[src/rtl/sail_write_commit_pkg.sv]
// Shared sail library types: write record, byte unit, commit FSM states.
// Used by sail_write_commit and sail_write_fifo.
package sail_write_commit_pkg;

    localparam int SAIL_PADDR_W = 64;
    localparam int SAIL_UNIT_W  = 8;

    typedef logic [SAIL_UNIT_W-1:0]  sail_unit;
    typedef logic [SAIL_PADDR_W-1:0] sail_paddr_t;

    typedef struct packed {
        sail_paddr_t paddr;
        sail_unit    data;
    } sail_write;

    typedef enum logic [1:0] {
        RUN   = 2'd0,
        FLUSH = 2'd1,
        DONE  = 2'd2
    } sail_wc_state_t;

    function automatic logic sail_addr_match(
        input sail_paddr_t a,
        input sail_paddr_t b
    );
        return a == b;
    endfunction

endpackage

[src/rtl/sail_write_fifo.sv]
// Pending-write FIFO: storage, wrapping pointers with an extra lap bit,
// full/empty and occupancy. SAIL_WRITE_COMMIT_FWD_EN exposes the storage.
module sail_write_fifo
    import sail_write_commit_pkg::*;
#(
    parameter int DEPTH = 8
) (
    input  logic                       clk,
    input  logic                       rst_n,
    input  logic                       push,
    input  sail_write                  wdata,
    input  logic                       pop,
    output sail_write                  rdata,
    output logic                       full,
    output logic                       empty,
    output logic [$clog2(DEPTH):0]     count
`ifdef SAIL_WRITE_COMMIT_FWD_EN
    ,
    output sail_write                  entries [DEPTH],
    output logic [$clog2(DEPTH)-1:0]   head_idx
`endif
);

    localparam int AW = $clog2(DEPTH);
    localparam int PW = AW + 1;

    logic [PW-1:0] wr_ptr_q, wr_ptr_d;
    logic [PW-1:0] rd_ptr_q, rd_ptr_d;
    sail_write     mem_q [DEPTH];
    sail_write     mem_d [DEPTH];
    logic          do_push;
    logic          do_pop;

    assign empty   = (wr_ptr_q == rd_ptr_q);
    assign full    = (wr_ptr_q[AW] != rd_ptr_q[AW]) &&
                     (wr_ptr_q[AW-1:0] == rd_ptr_q[AW-1:0]);
    assign count   = wr_ptr_q - rd_ptr_q;
    assign do_push = push && !full;
    assign do_pop  = pop && !empty;
    assign rdata   = mem_q[rd_ptr_q[AW-1:0]];

`ifdef SAIL_WRITE_COMMIT_FWD_EN
    assign entries  = mem_q;
    assign head_idx = rd_ptr_q[AW-1:0];
`endif

    // Next pointers and storage write for this cycle's push/pop.
    always_comb begin
        wr_ptr_d = wr_ptr_q;
        rd_ptr_d = rd_ptr_q;
        mem_d    = mem_q;
        if (do_push) begin
            wr_ptr_d = wr_ptr_q + PW'(1);
            mem_d[wr_ptr_q[AW-1:0]] = wdata;
        end
        if (do_pop) begin
            rd_ptr_d = rd_ptr_q + PW'(1);
        end
    end

    // Pointer registers; reset discards every pending entry.
    always_ff @(posedge clk or negedge rst_n) begin
        if (!rst_n) begin
            wr_ptr_q <= '0;
            rd_ptr_q <= '0;
        end else begin
            wr_ptr_q <= wr_ptr_d;
            rd_ptr_q <= rd_ptr_d;
        end
    end

    // Entry storage; contents beyond the pointers are never observed.
    always_ff @(posedge clk) begin
        mem_q <= mem_d;
    end

endmodule

[src/rtl/sail_write_commit.sv]
// Write-commit buffer: queues byte writes, retires them in order to memory,
// supports flush. SAIL_WRITE_COMMIT_FWD_EN adds youngest-match read forwarding.
module sail_write_commit
    import sail_write_commit_pkg::*;
#(
    parameter int DEPTH = 8,
    parameter int CNT_W = 32
) (
    input  logic                       clk,
    input  logic                       rst_n,
    input  logic                       wr_valid,
    output logic                       wr_ready,
    input  logic [63:0]                wr_paddr,
    input  logic [7:0]                 wr_data,
    output logic                       mem_valid,
    input  logic                       mem_ready,
    output logic [63:0]                mem_paddr,
    output logic [7:0]                 mem_data,
    input  logic                       flush,
    output logic                       flush_done,
    output logic [$clog2(DEPTH):0]     pending,
    output logic [CNT_W-1:0]           committed
`ifdef SAIL_WRITE_COMMIT_FWD_EN
    ,
    input  logic [63:0]                rd_paddr,
    output logic                       rd_hit,
    output logic [7:0]                 rd_data
`endif
);

    localparam int AW = $clog2(DEPTH);
    localparam int PW = AW + 1;

    sail_wc_state_t   state_q, state_d;
    logic [CNT_W-1:0] committed_q, committed_d;
    sail_write        wr_rec;
    sail_write        head_rec;
    logic             fifo_full;
    logic             fifo_empty;
    logic [PW-1:0]    fifo_count;
    logic             accept;
    logic             retire;

`ifdef SAIL_WRITE_COMMIT_FWD_EN
    sail_write        fwd_entries [DEPTH];
    logic [AW-1:0]    fwd_head;
    logic [AW-1:0]    fwd_idx;
`endif

    assign wr_rec.paddr = wr_paddr;
    assign wr_rec.data  = wr_data;

    // Ready is held low while reset is asserted, even though state is RUN.
    assign wr_ready   = rst_n && !fifo_full && (state_q == RUN);
    assign mem_valid  = !fifo_empty;
    assign accept     = wr_valid && wr_ready;
    assign retire     = mem_valid && mem_ready;
    assign mem_paddr  = head_rec.paddr;
    assign mem_data   = head_rec.data;
    assign flush_done = (state_q == DONE);
    assign pending    = fifo_count;
    assign committed  = committed_q;

    sail_write_fifo #(
        .DEPTH (DEPTH)
    ) u_fifo (
        .clk      (clk),
        .rst_n    (rst_n),
        .push     (accept),
        .wdata    (wr_rec),
        .pop      (retire),
        .rdata    (head_rec),
        .full     (fifo_full),
        .empty    (fifo_empty),
        .count    (fifo_count)
`ifdef SAIL_WRITE_COMMIT_FWD_EN
        ,
        .entries  (fwd_entries),
        .head_idx (fwd_head)
`endif
    );

    // Flush FSM next state and retire counter.
    always_comb begin
        state_d     = state_q;
        committed_d = committed_q;
        if (retire) begin
            committed_d = committed_q + CNT_W'(1);
        end
        unique case (state_q)
            RUN: begin
                if (flush) state_d = FLUSH;
            end
            FLUSH: begin
                if (fifo_empty) state_d = DONE;
            end
            DONE: begin
                state_d = RUN;
            end
            default: begin
                state_d = RUN;
            end
        endcase
    end

    // FSM and counter registers.
    always_ff @(posedge clk or negedge rst_n) begin
        if (!rst_n) begin
            state_q     <= RUN;
            committed_q <= '0;
        end else begin
            state_q     <= state_d;
            committed_q <= committed_d;
        end
    end

`ifdef SAIL_WRITE_COMMIT_FWD_EN
    // Scan oldest to youngest so the youngest matching entry wins.
    always_comb begin
        rd_hit  = 1'b0;
        rd_data = '0;
        fwd_idx = '0;
        for (int i = 0; i < DEPTH; i++) begin
            fwd_idx = fwd_head + AW'(i);
            if ((PW'(i) < fifo_count) &&
                sail_addr_match(fwd_entries[fwd_idx].paddr, rd_paddr)) begin
                rd_hit  = 1'b1;
                rd_data = fwd_entries[fwd_idx].data;
            end
        end
    end
`endif

endmodule

[config.mk]
export PLATFORM = sky130hd
export DESIGN_NAME = sail_write_commit
export DESIGN_NICKNAME = d
export VERILOG_FILES = /design/src/rtl/sail_write_commit_pkg.sv /design/src/rtl/sail_write_fifo.sv /design/src/rtl/sail_write_commit.sv
export SDC_FILE = /design/constraint.sdc
export NUM_CORES = 1
export LEC_CHECK = 0
export CAP_MARGIN = 5
export CORE_MARGIN = 5
export CORE_UTILIZATION = 30
export CTS_CLUSTER_DIAMETER = 200
export DETAILED_ROUTE_END_ITERATION = 7
export GPL_TIMING_DRIVEN = 0
export HOLD_SLACK_MARGIN = 0.1
export SLEW_MARGIN = 15
export SYNTH_ARGS = -nofsm -noshare
export SYNTH_HDL_FRONTEND = slang
export SYNTH_HIERARCHICAL = 1
export SYNTH_SLANG_ARGS = --single-unit
[constraint.sdc]
create_clock -name clk -period 23.5 [get_ports clk]
set_input_delay 4.7 -clock clk [delete_from_list [all_inputs] [get_ports clk]]
set_output_delay 4.7 -clock clk [all_outputs]
set_load 0.05 [all_outputs]
Yosys cells after proc, flatten, opt, wreduce, memory -nomap -nowiden. Index checks and enable logic that the tools add are counted. W data, S select, Z words.

Add/subtract/negate cells: 4. $lt $le $gt $ge: 3. Equal/unequal tests: 7. Multiplexer cells: 9. Bitwise gates (word level): 2. Reduce and logical (&&, ||, !) cells: 12.

Operators by type and width (number): $bwmux W576 (1); $bmux W72 S3 (1); $demux W72 S3 (1); $mux W72 (3); $add A32 B1 Y32 const B (1); $add A4 B1 Y4 const B (2); $ge A4 B4 Y1 const B (2); $logic_and A1 B1 Y1 (8); $not A3 Y4 (2); $eq A4 B4 Y1 (1); $lt A4 B1 Y1 const B (1); $mux W2 (2); $pmux W2 S2 (1); $sub A4 B4 Y4 (1); $eq A3 B3 Y1 (1); $eq A2 B1 Y1 const B (1); $eq A2 B2 Y1 const B (1); $logic_not A1 Y1 (2); $logic_not A2 Y1 (1); $ne A2 B1 Y1 const B (1); $ne A2 B2 Y1 const B (1); $reduce_and A2 Y1 (1); $ne A1 B1 Y1 (1).

Register bits: 618. Input port bits: 77. Output and inout port bits: 111. Word-level logic and storage cells: 57.

Depth between registers and ports, before layout. Gate-level depths: netlist of the first run.

Word-level depth: 7. Depth in mapped cells: 11. Mapped depth without buffers: 9.

Hierarchy. Netlist of the first run, hierarchy kept.

Modules (own cells, without submodules): sail_write_fifo (instances 1, cells each 1043, area an instance 22317.7 µm², seq. area each 17496.8 µm²); sail_write_commit (instances 1, cells each 136, area an instance 1612.8 µm², seq. area each 850.8 µm²).

Least setup slack after synthesis of the first run. OpenSTA, ideal clock, no wires.

Path kind: input to register. From: in rst_n. To: reg u_fifo/mem_q[504] (netlist name) (enable). Library setup time: 679 ps. Data arrival time: 13630 ps. Required time: 22821 ps. Setup slack: 9191 ps. Cell stages on the path: 4. Buffers on the path: 0. Cell sequence: nor4b_1 and2_1 o21ai_2 nor4_1.

Word-level cells in the longest chain between the ends: 4.

Ends and longest elaborated chain: from (decl) (RTL line sail_write_commit.sv:10) `input logic rst_n,`; $logic_and A1 B1 Y1 (2 in series) (RTL line sail_write_commit.sv:54) `assign wr_ready = rst_n && !fifo_full && (state_q == RUN);`; $logic_and A1 B1 Y1 (RTL line sail_write_commit.sv:56) `assign accept = wr_valid && wr_ready;`; named net accept (RTL line sail_write_commit.sv:41) `logic accept;`; $logic_and A1 B1 Y1 (RTL line sail_write_fifo.sv:38) `assign do_push = push && !full;`; to (signal assigned) (RTL line sail_write_fifo.sv:74) `mem_q <= mem_d;`; to (decl) (RTL line sail_write_fifo.sv:29) `sail_write mem_q [DEPTH];`.

The timed path passes the listed nets, and every way through them passes these cells. A chain may end at the register's enable or synchronous reset.

Final worst setup path of the first run.
From: in rst_n. To: out wr_ready.

Word-level cells in the longest chain between the ends: 2.

Ends and longest elaborated chain: $logic_and A1 B1 Y1 (2 in series) (RTL line sail_write_commit.sv:54); to (decl) (RTL line sail_write_commit.sv:12) `output logic wr_ready,`.

Every way passes these cells.

==> run_results.csv, run 1 <==
group,metric,value,unit
worst_setup_path,worstPathCellList,"buf_2 -> buf_12 -> nor4b_1 -> clkdlybuf4s50_1",
cells_and_area,drive_gt1_frac,0.2387,
die,die_area,85520,µm²
logic_synthesis,synth_edf_count,576,
pwr,powerDensity,123.3,nW/µm²
timing,slew_headroom,0.3521,
placement,placed_area,27900,µm²
timing,clock_skew,16.98,ps
timing,fmax,88.44,MHz
clocking,ctsHoldBuffers,0,
die,core_area,79000,µm²
pwr,seqPwrFrac,0.342,
logic_synthesis,ys.warnings.count,6,
clocking,clock_sinks,618,
clocking,tritoncts,"yes",
worst_setup_path,crit_cells,4,
run,cap_violations,0,
timing,hold_viol_final,0,
timing,tightest_slew,971.9,ps
worst_setup_path,worstSetupPathType,"input pin to output port",
clocking,cts_setup_buffers,0,
global_route,antenna_found_initial,7,
timing,fin_setup_tns,0,ps
worst_setup_path,cp_num_buf_inv,3,
timing,slew_viol_final,0,
worst_setup_path,critical-path-max-stage-delay,890,ps
logic_synthesis,syn_inst,1179,
placement,io_buffers,187,
logic_synthesis,syn_avg_cell_area,20.30,µm²
worst_setup_path,worstPathRequired,18800,ps
hold_path,holdPathStages,1,
logic_synthesis,ys.flop_type,"edfxtp_1",
status,status,"completed",
logic_synthesis,seq_area_frac_synth,0.7667,
timing,finalSetupViolations,0,
worst_setup_path,cp_top_family,"buffers and inverters",
clocking,clkTransAtPathRegs,60,ps
die,fp-row-count,103,
routing,drtIter0Drc,595,
pwr,comb_power_share,0.392,
clocking,cts_root_buf,"clkbuf_16",
routing,drc,0,
pwr,ir_drop,0.07947,mV
pwr,leakagePower,10.10,nW
cells_and_area,nets,1584,
hold_path,holdCritPathClass,"flop to flop",
clocking,htreeDepth,2,
cells_and_area,area_delta_synth_final,25.10,%
worst_setup_path,r2r_cells,15,
cells_and_area,design_area,29940,µm²
global_route,track_usage,0.1314,
global_route,grt_pass1_vias,12584,
logic_synthesis,netlist_area,23930,µm²
worst_setup_path,cp.arrival,6610,ps
placement,dp.final_hpwl,38960,µm
pwr,swShare,0.3613,
routing,firstDrtPassIters,5,
global_route,grt_pass1_wl,84210,µm
logic_synthesis,ys_ff_latch,618,
clocking,clock_latency,620,ps
routing,wl,56960,µm
worst_setup_path,path_max_fanout,28,
routing,drtAntennaViolNets,0,
logic_synthesis,syn_nets,1263,
worst_setup_path,critPathCaptureType,"output port",
clocking,clockBufferDepth,3,
timing,post-route-period-util,0.4812,
die,pin_count,188,
routing,vias_per_cell,4.541,
cells_and_area,final_cell_mix,"edfxtp_1, nand2_1, clkdlybuf4s50_1",
worst_setup_path,slowest_stage,"clkdlybuf4s50_1",
timing,rsz0062_at_grt,"no",
die,initial_core_util,0.3029,
pwr,switchingPower,0.001334,W
clocking,cts_buffers,60,
pwr,p_clk_frac,0.266,
die,die_x,292.4,µm
placement,gp_congestion,0.7037,
logic_synthesis,synth.distinct_cells,43,
worst_setup_path,start_kind,"input pin",
global_route,grt_max_degree,29,
logic_synthesis,synth-async-reset-ratio,0.06796,
die,die_y,292.4,µm
cells_and_area,final_common_cell,"edfxtp_1",
routing,vias,11824,
cells_and_area,nFillCells,7164,
routing,wl_per_cell,21.87,µm
timing,fin_crit,11310,ps
clocking,post_cts_resized,0,
global_route,grt_overflow,0,
pwr,p_int,0.002358,W
[synth_stat cells (all sizes together), types with 2 or more instances]
cell type  count  area, µm²
nand3         14      75.07
and3           3      18.77
clkbuf        11      41.29
inv           15      56.30
nor4           5      82.58
xnor2         28      245.2
mux2           3      33.78
edfxtp       576      17300
or2            2      12.51
dfrtp         42       1051
o21ai          2      13.76
nor2b          2      12.51
buf           40      394.1
mux4         144       3243
nor4b          2      23.77
xor2          13      113.9
nor2          13      51.30
ha             6      75.07
nand2        227      852.1
nand4          8      56.30
nor3          10      65.06
and4           2      17.52
[state kept, by name, indices dropped and copies added (netlist names)]
register / cells
u_fifo/wr_ptr_q: 4
committed: 32
state_q: 2
u_fifo/mem_q: 576
u_fifo/rd_ptr_q: 4
[routing by layer]
metal  share of wire  up-vias  GRT usage
li1                -     5317          -
met1            0.44     6162     0.1788
met2            0.48      260     0.2170
met3           0.052       81    0.02874
met4           0.022        4    0.03302
met5         0.00047        -          0
[cell type report]
class	count	area [µm²]	area share
Buffer	51	435.4	0.01454
Tap cell	1050	1314	0.04388
Sequential cell	618	18350	0.6129
Clock buffer	69	1535	0.05128
Multi-Input combinational cell	495	5137	0.1716
Antenna cell	4	10.01	0.0003343
Clock inverter	43	496.7	0.01659
Timing Repair Buffer	259	2605	0.08701
Inverter	15	56.30	0.001881
[cells by family after synthesis]
| family | count (synthesis) | synth area share |
|---|---|---|
| buffers and inverters | 66 | 0.02055 |
| AO/OA/AOI/OAI | 5 | 0.001621 |
| flip-flops | 618 | 0.7667 |
| adder cells (fa/ha/maj) | 7 | 0.003974 |
| multiplexers | 148 | 0.1374 |
| XOR/XNOR | 41 | 0.01501 |
| AND/OR/NAND/NOR | 294 | 0.05480 |
[path summary, 6_finish.rpt]
| kind | slack, ps | to | startpoint |
|---|---|---|---|
| max in group asynchronous | 18970 | u_fifo/rd_ptr_q[0]$_DFFE_PN0P_ | rst_n |
| min in group asynchronous | 4020 | committed[15]$_DFFE_PN0P_ | rst_n |
| hold / removal | 480 | committed[31]$_DFFE_PN0P_ | committed[31]$_DFFE_PN0P_ |
| hold reg to reg | 480 | committed[31]$_DFFE_PN0P_ | committed[31]$_DFFE_PN0P_ |
| setup / recovery | 12190 | wr_ready | rst_n |
| setup reg to reg | 18730 | u_fifo/mem_q[123]$_DFFE_PP_ | u_fifo/rd_ptr_q[1]$_DFFE_PN0P_ |
[power by group through the flow]
stage | clock (W) | sequential [W] | combinational, W
finish | 0.000983 | 0.00126 | 0.00145
global route | 0.00106 | 0.00126 | 0.00154
floorplan | 0 | 0.00130 | 0.000964
detailed placement | 0 | 0.00128 | 0.00148
CTS | 0.00101 | 0.00126 | 0.00148
global placement | 0 | 0.00129 | 0.00146
[stage by stage]
stage	util	cells	total power [W]	setup slack (ps)	hold WS [ps]
floorplan	-	1179	0.002264	9191	441.8
global placement	0.3432	2416	0.002753	428.0	454.5
detailed placement	0.3531	2488	0.002763	12170	475.6
CTS	0.3788	2600	0.003758	12170	483.5
global route	0.3789	2601	0.003870	12020	508.2
finish	0.3790	2604	0.003691	12190	480.7
No activity file was read; power rests on OpenSTA's default activity.
==> inputs of run 2 (changes only) <==
- clock period: 23.5 -> 11.45 ns (I/O delays scaled with it)
==> run 2 against run 1 <==
Against the previous run: cell count rose by 0.31%; critical endpoint unchanged; non-clock buffer count shrank 4; combinational power rose by 100%; critical path depth decreased by 1; total power rose by 110%; setup slack worse by 7000 ps; clock power is 120% higher; clock skew up 2.1 ps; first-iteration DRC count up 24%; wire length fell by 0.82%; highest routed layer unchanged; global-route usage decreased by 0.12 points; via count grew 0.88%.
==> run_results.csv, run 2 (synthesized netlist as in run 1, its figures left out) <==
group,metric,value,unit
routing,vias_per_cell,4.567,
die,die_y,292.4,µm
status,status,"completed",
global_route,track_usage,0.1303,
global_route,grt_overflow,0,
cells_and_area,design_area,30210,µm²
worst_setup_path,critical-path-max-stage-delay,870,ps
worst_setup_path,worstPathRequired,9160,ps
pwr,ir_drop,0.1497,mV
placement,dp_worst_setup_slack,5121,ps
timing,slew_headroom,0.4098,
routing,drtAntennaViolNets,0,
routing,drtIter0Drc,739,
clocking,ctsHoldBuffers,0,
clocking,clockBufferDepth,3,
worst_setup_path,slowest_stage,"clkdlybuf4s50_1",
clocking,htreeDepth,3,
cells_and_area,final_cell_mix,"edfxtp_1, nand2_1, clkdlybuf4s50_1",
cells_and_area,largest_register_ffs,576,
cells_and_area,drive_gt1_frac,0.2431,
global_route,grt_pass1_vias,12597,
global_route,grt_pass1_wl,83670,µm
clocking,cts_setup_buffers,0,
timing,fmax,159.3,MHz
timing,slew_viol_final,0,
clocking,clock_sinks,618,
worst_setup_path,cp_num_buf_inv,2,
placement,placed_area,27980,µm²
clocking,clock_latency,610,ps
clocking,cts_root_buf,"clkbuf_16",
die,die_x,292.4,µm
cells_and_area,final_common_cell,"edfxtp_1",
cells_and_area,area_delta_synth_final,26.23,%
pwr,powerDensity,254.8,nW/µm²
placement,dp.final_hpwl,38890,µm
cells_and_area,regMostFlops,"u_fifo/mem_q",
die,die_area,85520,µm²
die,fp-row-count,103,
timing,fin_crit,6277,ps
timing,finalSetupViolations,0,
worst_setup_path,path_max_fanout,24,
pwr,leakagePower,10.20,nW
clocking,tritoncts,"yes",
placement,io_buffers,187,
placement,gp_congestion,0.7264,
die,pin_count,188,
worst_setup_path,cp_top_family,"buffers and inverters",
clocking,clkTransAtPathRegs,60,ps
worst_setup_path,cp.arrival,3990,ps
routing,wl,56490,µm
timing,post-route-period-util,0.5482,
routing,vias,11928,
cells_and_area,nets,1588,
timing,tightest_slew,885.4,ps
global_route,grt_max_degree,25,
routing,drc,0,
timing,rsz0062_at_grt,"no",
clocking,cts_buffers,68,
worst_setup_path,critPathCaptureType,"output port",
routing,wl_per_cell,21.63,µm
hold_path,holdCritPathClass,"flop to flop",
die,initial_core_util,0.3029,
timing,hold_viol_final,0,
die,core_area,79000,µm²
run,cap_violations,0,
cells_and_area,fin_util,0.3824,
worst_setup_path,worstSetupPathType,"input pin to output port",
clocking,post_cts_resized,0,
routing,firstDrtPassIters,4,
timing,clock_skew,19.11,ps
timing,fin_setup_tns,0,ps
global_route,antenna_found_initial,8,
timing,hold_ws,474.6,ps
worst_setup_path,worstPathCellList,"buf_2 -> nor4b_1 -> clkdlybuf4s50_1",
timing,layout_setup_ws,5173,ps
worst_setup_path,start_kind,"input pin",
-- run 2: changes by cell type in the layout (fill, tap and decap cells not counted), moves of 4 or more --
cell	previous run	this run
bufinv_16	10	5
buf_4	37	33
clkinv_1	15	11
buf_2	34	24
buf_16	2	7
clkbuf_16	60	70
buf_12	21	16
buf_6	19	27
-- run 2: final timing paths --
| kind | from | end | slack, ps | depth (start not counted) |
|---|---|---|---|---|
| setup / recovery | rst_n | wr_ready | 5170 | 3 |
| hold / removal | state_q[1]$_DFFE_PN0P_ | state_q[0]$_DFFE_PN0P_ | 470 | 1 |
| setup reg to reg | u_fifo/rd_ptr_q[1]$_DFFE_PN0P_ | u_fifo/mem_q[266]$_DFFE_PP_ | 6820 | 14 |
| hold reg to reg | state_q[1]$_DFFE_PN0P_ | state_q[0]$_DFFE_PN0P_ | 470 | 1 |
| max in group asynchronous | rst_n | u_fifo/rd_ptr_q[2]$_DFFE_PN0P_ | 9250 | 2 |
| min in group asynchronous | rst_n | committed[16]$_DFFE_PN0P_ | 1690 | 1 |
-- run 2: worst reg2reg max path, cell delays in order (launching register included) --
cell and delay, ps:
dfrtp_1 530, buf_2 390, buf_2 360, inv_1 90
ha_1 300, nand3_1 220, nor2_1 130, nor4b_1 340
and2_1 300, o21ai_2 190, nor3_2 620, buf_6 250
buf_4 220, buf_4 220, buf_4 190
-- run 2: final cells by class --
| cell class | count | area, µm² |
|---|---|---|
| antenna | 7 | 17.52 |
| buffer | 51 | 435.4 |
| clock buffer | 82 | 1817 |
| clock inverter | 39 | 390.4 |
| fill | 7101 | 48790 |
| inverter | 15 | 56.30 |
| multi-input combinational | 495 | 5146 |
| sequential | 618 | 18350 |
| tap | 1050 | 1314 |
| timing repair buffer | 255 | 2683 |
-- run 2: stage by stage --
stage | std cells | power [W]
2_1_floorplan | 1179 | 0.004646
3_3_place_gp | 2416 | 0.005644
3_5_place_dp | 2484 | 0.005671
4_1_cts | 2605 | 0.007844
5_1_grt | 2606 | 0.008050
6_report | 2612 | 0.007697
-- run 2: where the power goes --
part / internal (W) / switching [W] / leakage, nW
combinational: 0.00111 / 0.00185 / 3.41
sequential: 0.00254 / 0.0000508 / 5.71
clock: 0.00126 / 0.000886 / 1.08
-- run 2: layer usage --
| layer | part of all wire | GRT usage | wire length (µm) | vias up |
|---|---|---|---|---|
| met5 | 0.00096 | 0 | 54 | - |
| met4 | 0.018 | 0.03579 | 1029 | 6 |
| met3 | 0.057 | 0.03245 | 3202 | 74 |
| met2 | 0.49 | 0.2146 | 27580 | 245 |
| met1 | 0.44 | 0.1736 | 24630 | 6274 |
| li1 | - | - | - | 5329 |
